File: config.mk
export PLATFORM = sky130hd
export DESIGN_NAME = block_read_data_mc
export DESIGN_NICKNAME = d
export VERILOG_FILES = /design/src/rtl/block_read_pkg.sv /design/src/rtl/rd_edge_detect.sv /design/src/rtl/block_read_data_mc.sv
export SDC_FILE = /design/constraint.sdc
export NUM_CORES = 1
export LEC_CHECK = 0
export ABC_AREA = 0
export CORE_MARGIN = 2
export CORE_UTILIZATION = 27
export DETAILED_ROUTE_END_ITERATION = 8
export SYNTH_ARGS = -nofsm -noshare
export SYNTH_HDL_FRONTEND = slang
export SYNTH_SLANG_ARGS = --single-unit
File: constraint.sdc
create_clock -name i_clk -period 4.6 [get_ports i_clk]
set_clock_uncertainty 0.15 [all_clocks]
set_input_delay 0.46 -clock i_clk [delete_from_list [all_inputs] [get_ports i_clk]]
set_output_delay 0.46 -clock i_clk [all_outputs]
set_load 0.005 [all_outputs]
File: src/rtl/block_read_pkg.sv
// Shared types and helpers for the multi-destination RAM read-capture block.
//   rd_state_t  : read FSM states (IDLE, REQ, WAIT, DONE)
//   sel_width() : selector width needed for n destinations plus the discard code
//   SEL_DISCARD : selector code meaning "read the RAM but keep no copy"
package block_read_pkg;

    typedef enum logic [1:0] {
        IDLE,
        REQ,
        WAIT,
        DONE
    } rd_state_t;

    localparam int unsigned SEL_DISCARD = 0;

    function automatic int unsigned sel_width(input int unsigned n);
        return $clog2(n + 1);
    endfunction

endpackage

File: src/rtl/rd_edge_detect.sv
// Rising-edge pulse generator.
//   i_clk             : clock, rising edge
//   w_rst_sel_data_rd : asynchronous active-low reset (history flop clears to 0)
//   i_level           : level input
//   o_pulse           : high while i_level is 1 and was 0 on the previous edge
module rd_edge_detect (
    input  logic i_clk,
    input  logic w_rst_sel_data_rd,
    input  logic i_level,
    output logic o_pulse
);

    logic level_q;

    always_ff @(posedge i_clk or negedge w_rst_sel_data_rd) begin
        if (!w_rst_sel_data_rd) begin
            level_q <= 1'b0;
        end else begin
            level_q <= i_level;
        end
    end

    assign o_pulse = i_level & ~level_q;

endmodule

File: src/rtl/block_read_data_mc.sv
// Multi-destination RAM read-capture block.
// A rising edge on i_rd_en starts one RAM read; the returned word is written into the
// destination register picked by i_sel (0 = discard) and completion is flagged on o_done.
//   i_clk, w_rst_sel_data_rd : clock / asynchronous active-low reset
//   i_rd_en, i_sel           : request level (rising edge starts) and destination select
//   i_ram_data, i_ram_valid  : RAM response, valid is a one-cycle pulse
//   o_ram_rd_en              : one-cycle RAM read strobe per accepted request
//   o_dst_data, o_dst_upd    : destination registers and one-hot write marker
//   o_busy, o_done           : FSM not idle / one-cycle completion
//   o_err, o_drop            : bad selector or timeout / start edge while not idle
// Build option: define READ_TIMEOUT_EN to bound the WAIT state to TIMEOUT_CYC cycles.
module block_read_data_mc
    import block_read_pkg::*;
#(
    parameter int unsigned SIZE_DATA   = 8,
    parameter int unsigned NUM_DST     = 3,
    parameter int unsigned SEL_W       = sel_width(NUM_DST),
    parameter int unsigned TIMEOUT_CYC = 16
) (
    input  logic                         i_clk,
    input  logic                         w_rst_sel_data_rd,
    input  logic                         i_rd_en,
    input  logic [SEL_W-1:0]             i_sel,
    input  logic [SIZE_DATA-1:0]         i_ram_data,
    input  logic                         i_ram_valid,
    output logic                         o_ram_rd_en,
    output logic [NUM_DST*SIZE_DATA-1:0] o_dst_data,
    output logic [NUM_DST-1:0]           o_dst_upd,
    output logic                         o_busy,
    output logic                         o_done,
    output logic                         o_err,
    output logic                         o_drop
);

    rd_state_t          state_q;
    logic [SEL_W-1:0]   sel_q;
    logic               ram_rd_en_q;
    logic               done_q;
    logic               err_q;
    logic               drop_q;
    logic [NUM_DST-1:0] dst_upd_q;

    logic               start;
    logic               sel_ok;
    logic               capture;
    logic               expire;
    logic [NUM_DST-1:0] sel_onehot;

    rd_edge_detect u_rd_edge (
        .i_clk             (i_clk),
        .w_rst_sel_data_rd (w_rst_sel_data_rd),
        .i_level           (i_rd_en),
        .o_pulse           (start)
    );

    assign sel_ok = (i_sel <= SEL_W'(NUM_DST));

    // Latched selector k maps to destination k-1; the discard code maps to no bit.
    always_comb begin
        sel_onehot = '0;
        for (int j = 0; j < int'(NUM_DST); j++) begin
            if (sel_q == SEL_W'(j + 1)) begin
                sel_onehot[j] = 1'b1;
            end
        end
    end

    assign capture = (state_q == WAIT) && i_ram_valid && (sel_q != SEL_W'(SEL_DISCARD));

`ifdef READ_TIMEOUT_EN
    localparam int unsigned CNT_W = $clog2(TIMEOUT_CYC + 1);

    logic [CNT_W-1:0] wait_cnt_q;

    // Held at zero outside WAIT, so it is already clear on the edge that enters WAIT.
    always_ff @(posedge i_clk or negedge w_rst_sel_data_rd) begin
        if (!w_rst_sel_data_rd) begin
            wait_cnt_q <= '0;
        end else if (state_q == WAIT) begin
            wait_cnt_q <= wait_cnt_q + CNT_W'(1);
        end else begin
            wait_cnt_q <= '0;
        end
    end

    assign expire = (state_q == WAIT) && (wait_cnt_q == CNT_W'(TIMEOUT_CYC));
`else
    logic unused_timeout_cyc;
    assign unused_timeout_cyc = ^TIMEOUT_CYC;
    assign expire = 1'b0;
`endif

    always_ff @(posedge i_clk or negedge w_rst_sel_data_rd) begin
        if (!w_rst_sel_data_rd) begin
            state_q     <= IDLE;
            sel_q       <= '0;
            ram_rd_en_q <= 1'b0;
            done_q      <= 1'b0;
            err_q       <= 1'b0;
            drop_q      <= 1'b0;
            dst_upd_q   <= '0;
        end else begin
            ram_rd_en_q <= 1'b0;
            done_q      <= 1'b0;
            err_q       <= 1'b0;
            drop_q      <= 1'b0;
            dst_upd_q   <= '0;
            case (state_q)
                IDLE: begin
                    if (start) begin
                        if (sel_ok) begin
                            sel_q       <= i_sel;
                            ram_rd_en_q <= 1'b1;
                            state_q     <= REQ;
                        end else begin
                            err_q <= 1'b1;
                        end
                    end
                end
                // A valid seen here is too early for the RAM contract and is ignored.
                REQ: state_q <= WAIT;
                WAIT: begin
                    // Valid wins over a timeout expiring on the same edge.
                    if (i_ram_valid) begin
                        done_q    <= 1'b1;
                        dst_upd_q <= sel_onehot;
                        state_q   <= DONE;
                    end else if (expire) begin
                        done_q  <= 1'b1;
                        err_q   <= 1'b1;
                        state_q <= DONE;
                    end
                end
                DONE:    state_q <= IDLE;
                default: state_q <= IDLE;
            endcase
            // Requests are only accepted in IDLE; anything else is reported, not queued.
            if (start && (state_q != IDLE)) begin
                drop_q <= 1'b1;
            end
        end
    end

    for (genvar j = 0; j < int'(NUM_DST); j++) begin : g_dst
        logic [SIZE_DATA-1:0] dst_q;

        always_ff @(posedge i_clk or negedge w_rst_sel_data_rd) begin
            if (!w_rst_sel_data_rd) begin
                dst_q <= '0;
            end else if (capture && sel_onehot[j]) begin
                dst_q <= i_ram_data;
            end
        end

        assign o_dst_data[j*SIZE_DATA +: SIZE_DATA] = dst_q;
    end

    assign o_ram_rd_en = ram_rd_en_q;
    assign o_dst_upd   = dst_upd_q;
    assign o_busy      = (state_q != IDLE);
    assign o_done      = done_q;
    assign o_err       = err_q;
    assign o_drop      = drop_q;

endmodule

### Word-level counts from Yosys, hierarchy flattened

Index checks and enable logic that the tools add are counted.

| storage, ports and cells | value |
|---|---|
| bits in registers | 36 |
| RAM bits | 0 |
| memory bits (read-only) | 0 |
| latch bits | 0 |
| bits of input ports | 14 |
| memories kept | 0 |
| output and inout port bits | 32 |
| logic and storage cells | 52 |

| operators by class | value |
|---|---|
| shift operators | 0 |
| add/sub/neg operators | 0 |
| multiply operators | 0 |
| reduce and logical (&&, ||, !) cells | 11 |
| equality and inequality tests | 9 |
| divide/modulo/power cells | 0 |
| bitwise gates (word level) | 2 |
| multiplexer cells | 18 |
| magnitude comparators | 1 |

Operators with widths:

| kind | number |
|---|---|
| $mux 1 | 12 |
| $eq 2x2->1 const B | 4 |
| $pmux 2 s4 | 1 |
| $logic_and 1x1->1 | 6 |
| $mux 2 | 3 |
| $mux 3 | 2 |
| $ne 2x2->1 const B | 3 |
| $reduce_and 3->1 | 2 |
| $eq 2x1->1 const B | 2 |
| $reduce_bool 2->1 | 2 |
| $le 2x2->1 const B | 1 |
| $logic_not 2->1 | 1 |
| $and 1x1->1 | 1 |
| $not 1->1 | 1 |

### Depth between registers and ports, before layout

| depth | value |
|---|---|
| depth in word-level cells | 4 |
| depth in mapped cells | 6 |
| depth with buffers taken out | 5 |

### Cells and area by module

Synthesis repeated with hierarchy kept, for this count alone.

| unflattened totals | value |
|---|---|
| cell total of the unflattened synthesis | 84 |
| area total of the unflattened synthesis | 1375.1 µm² |

Modules (own cells, without submodules):

| module | instances | seq. area each (µm²) | cells an instance | area each (µm²) |
|---|---|---|---|---|
| block_read_data_mc | 1 | 850.8 | 82 | 1336.3 |
| rd_edge_detect | 1 | 25.0 | 2 | 38.8 |

### Worst setup path before layout

OpenSTA, ideal clock, no wires.

| timing path | value |
|---|---|
| kind | register -> register |
| start | reg state_q[0] |
| end | reg g_dst[2].dst_q[0] |
| arrival time | 1.311 ns |
| stages on the path, launching flop included | 7 |
| required time | 4.325 ns |
| path buffers | 1 |
| period minus slack after synthesis | 1.585 ns |
| slack | 3.015 ns |
| setup time | 0.125 ns |
| cell sequence | dfrtp_1 -> inv_1 -> ha_1 -> and2_1 -> buf_6 -> nand3_4 -> mux2_2 |

| on the way | value |
|---|---|
| word-level cells in the longest chain between the ends | 4 |

RTL lines:

| element | line | source |
|---|---|---|
| from (decl) | block_read_data_mc.sv:35 | `rd_state_t state_q;` |
| from (signal assigned) | block_read_data_mc.sv:95 | `state_q <= IDLE;` |
| from (signal assigned) | block_read_data_mc.sv:114 | `state_q <= REQ;` |
| from (signal assigned) | block_read_data_mc.sv:121 | `REQ: state_q <= WAIT;` |
| $eq 2x2->1 | block_read_data_mc.sv:68 | `assign capture = (state_q == WAIT) && i_ram_valid && (sel_q != SEL_W'(SEL_DISCARD));` |
| $logic_and 1x1->1 (2 in series) | block_read_data_mc.sv:68 |  |
| $logic_and 1x1->1 | block_read_data_mc.sv:150 | `end else if (capture && sel_onehot[j]) begin` |
| to (signal assigned) | block_read_data_mc.sv:151 | `dst_q <= i_ram_data;` |
| to (decl) | block_read_data_mc.sv:145 | `logic [SIZE_DATA-1:0] dst_q;` |

No other way between the ends.
A chain may end at the register's enable or synchronous reset.

### Worst setup path after layout

| timing path | value |
|---|---|
| start | reg state_q[0] |
| end | out o_busy |

| on the way | value |
|---|---|
| word-level cells in the longest chain between the ends | 1 |

RTL lines:

| element | line | source |
|---|---|---|
| $reduce_bool 2->1 | block_read_data_mc.sv:160 | `assign o_busy = (state_q != IDLE);` |
| to (decl) | block_read_data_mc.sv:29 | `output logic o_busy,` |

No other way between the ends.

==> run_results.csv <==
group,metric,value,unit
routing,num_vias,838,
routing,dr.first_iter.drc_count,24,
layout,layout_commonest_cell,"clkdlybuf4s50_1",
worst_setup_path,worstSetupStartpointType,"register",
logic_synthesis,synth_top_family_by_area,"multiplexers",
worst_setup_path,worst_path_largest_cell_delay,0.50,ns
global_routing,grt_pass1_vias,962,
floorplanning,start_util,27.5,%
logic_synthesis,syn_avg_cell_area,15.9,sq um
floorplanning,io-pin-count,46,
logic_synthesis,yosysTopAreaCell,"dfrtp_1",
logic_synthesis,synthCells,87,
cts,cts_buffers,5,
global_routing,track_usage,10.9,%
routing,first_pass_iters,2,
timing,finalSetupViolations,0,
power,p_int,0.952,mW
logic_synthesis,synthesis.nets,104,
floorplanning,core,5040,sq um
power,p_sw,0.336,mW
place,post-dp-hpwl,2080,microns
cts,cts_hold_buf,0,
place,placedCellCount,200,
timing,fin_crit_sh,46.8,%
power,seq_power_share,40.4,%
worst_setup_path,path_common_cell,"inv_1",
layout,fin_cells,208,
power,comb_power_share,37.7,%
logic_synthesis,yosysWarnings,0,
logic_synthesis,synth_xor_area_share,0,%
logic_synthesis,synth_mux_area_share,22.2,%
timing,fin_tns_setup,0,ns
routing,vias_per_cell,4.03,
cts,cts_tree,"yes",
layout,nets,154,
worst_setup_path,worstSetupEndpointType,"output pin",
global_routing,grt_max_degree,36,
floorplanning,die_h,75.6,microns
floorplanning,fp.dieW,75.6,microns
power,ir_drop,0.365,mV
routing,drc_errors,0,
cts,cts-root-buf,"clkbuf_8",
global_routing,antenna_found_initial,0,
worst_setup_path,crit_path_max_fanout,4,
floorplanning,die_area,5720,sq um
timing,layout_setup_ws,2.45,ns
power,power.density,638,nW/um^2
layout,area_delta_synth_final,45.8,%
layout,layout-drive-gt1-share,28.3,%
power,p_clk_share,21.8,%
logic_synthesis,synth.distinct_cells,19,
routing,wire_per_inst,13.2,microns
floorplanning,rows,26,
cts,cts_resized,0,
layout,nFillCells,477,
logic_synthesis,synth_compound_area_share,0.994,%
logic_synthesis,synthAdderAreaFrac,2.71,%
logic_synthesis,synth_top_area_share,63.2,%
logic_synthesis,synth_area,1390,sq um
worst_setup_path,critPathKind,"reg -> out",
cts,clockBufferDepth,2,
timing,rsz0062_at_grt,"no",
status,outcome,"finished, final reports clean",
routing,routed_wl,2740,microns
place,place_ws,2.46,ns
job,cap_violations,0,
timing,period_minus_slack,2.15,ns
timing,final_max_slew_viol_count,0,
logic_synthesis,synth_area_leaders,"dfrtp_1 (63%), mux2_2 (20%), nand3b_4 (2.9%), ha_1 (2.7%), inv_1 (1.9%)",
cts,clk_latency,0.28,ns
place,gp_congestion,0.682,
logic_synthesis,synth_seq_cells,35,
logic_synthesis,yosys.area_share.simple,7.32,%
layout,num_antenna_cells,0,
worst_setup_path,crit_arrival,1.54,ns
layout,most-common-layout-cells,"clkdlybuf4s50_1 (44), dfrtp_1 (35), mux2_2 (24), inv_1 (7), clkbuf_8 (6)",
logic_synthesis,yosysSeqAreaShare,63.2,%
cts,clkSlewWorstSetupHoldPaths,0.07,ns
power,sw_frac_of_total,26.1,%
global_routing,grt_pass1_wl,4530,microns
worst_setup_path,crit_required,3.99,ns
timing,hold_violations,0,
cts,clock-sinks,35,
global_routing,grt_remaining_overflow,0,
routing,ant_nets,0,
cts,postCtsSetupBuffers,0,
hold_path,min_path_type,"reg -> reg",
place,portBuffers,44,
cts,htreeDepth,2,
worst_setup_path,path_cells,"inv_1, ha_1, inv_1, clkdlybuf4s50_1",
power,p_leak,0.951,nW
worst_setup_path,crit_slowest_cell,"clkdlybuf4s50_1",
timing,fmax,0.464,GHz
critical path: cells and delay by family, from the launching register on:
kind	cells	cell delay [ns]
DFF	1	0.35
buffers and inverters	3	0.67
adders and majority gates	1	0.25
through the flow:
step | total power [mW] | utilization [%] | cell area (sq um) | hold WS [ns]
after floorplan | 0.725 | - | 1390 | 0.0144
after global placement | 1.00 | 37.7 | 1900 | 0.326
after detailed placement | 1.03 | 37.7 | 1900 | 0.332
after CTS | 1.31 | 40.0 | 2020 | 0.349
after global routing | 1.38 | 40.0 | 2020 | 0.355
final | 1.29 | 40.0 | 2020 | 0.344
flip-flops by register name, indices dropped and copies added, names as in the netlist:
| register | count |
|---|---|
| g_dst.dst_q | 24 |
| o_done | 1 |
| o_drop | 1 |
| o_dst_upd | 3 |
| o_ram_rd_en | 1 |
| sel_q | 2 |
| state_q | 2 |
| u_rd_edge.level_q | 1 |
metal layers:
metal	track usage (%)	routed length, microns	vias to the layer above
li1	-	-	386
met1	12.2	1050	416
met2	18.7	1440	31
met3	4.50	217	5
met4	4.09	29	0
met5	0	0	-
kinds of logic (layout without fill, tap and decap cells):
group           Yosys count  count (layout)
compound gates            2               2
fa+ha+maj                 3               3
buf+inv                   9              60
flops                    35              35
mux                      27              27
other cells               1               1
simple gates             10              10
synth_stat cells (all sizes together):
| library cell | number |
|---|---|
| inv | 7 |
| nand3b | 2 |
| and2 | 1 |
| ha | 3 |
| a21oi | 1 |
| nand2 | 1 |
| conb | 1 |
| dfrtp | 35 |
| buf | 2 |
| mux2 | 27 |
| nand3 | 1 |
| a2bb2oi | 1 |
| nor2b | 1 |
| or2 | 1 |
| nor2 | 2 |
| nand2b | 1 |
worst paths after layout:
path / startpoint / cells past startpoint / to / slack [ns]
setup / recovery: state_q[0] / 4 / o_busy / 2.45
hold / removal: g_dst[2].dst_q[1] / 1 / g_dst[2].dst_q[1] / 0.34
setup reg to reg: state_q[0] / 5 / g_dst[2].dst_q[1] / 2.73
hold reg to reg: g_dst[2].dst_q[1] / 1 / g_dst[2].dst_q[1] / 0.34
max in group asynchronous: w_rst_sel_data_rd / 2 / g_dst[2].dst_q[7] / 3.55
min in group asynchronous: w_rst_sel_data_rd / 2 / o_drop / 0.44
power by group through the flow:
| stage | Clock [mW] | Combinational (mW) | Sequential, mW |
|---|---|---|---|
| floorplan | 0 | 0.201 | 0.523 |
| global placement | 0 | 0.476 | 0.527 |
| detailed placement | 0 | 0.495 | 0.531 |
| CTS | 0.291 | 0.496 | 0.526 |
| global route | 0.309 | 0.534 | 0.540 |
| finish | 0.281 | 0.486 | 0.521 |
cell type report:
cell class / instances / area, sq um / area share [%]
inverters: 7 / 26.3 / 1.30
repair buffers: 45 / 448 / 22.2
flip-flops and latches: 35 / 876 / 43.4
clock inverters: 2 / 35.0 / 1.73
clock buffers: 6 / 82.6 / 4.09
well taps: 70 / 87.6 / 4.34
multi-input cells: 43 / 464 / 23.0
Note: power is estimated with default switching activity, not from simulation.
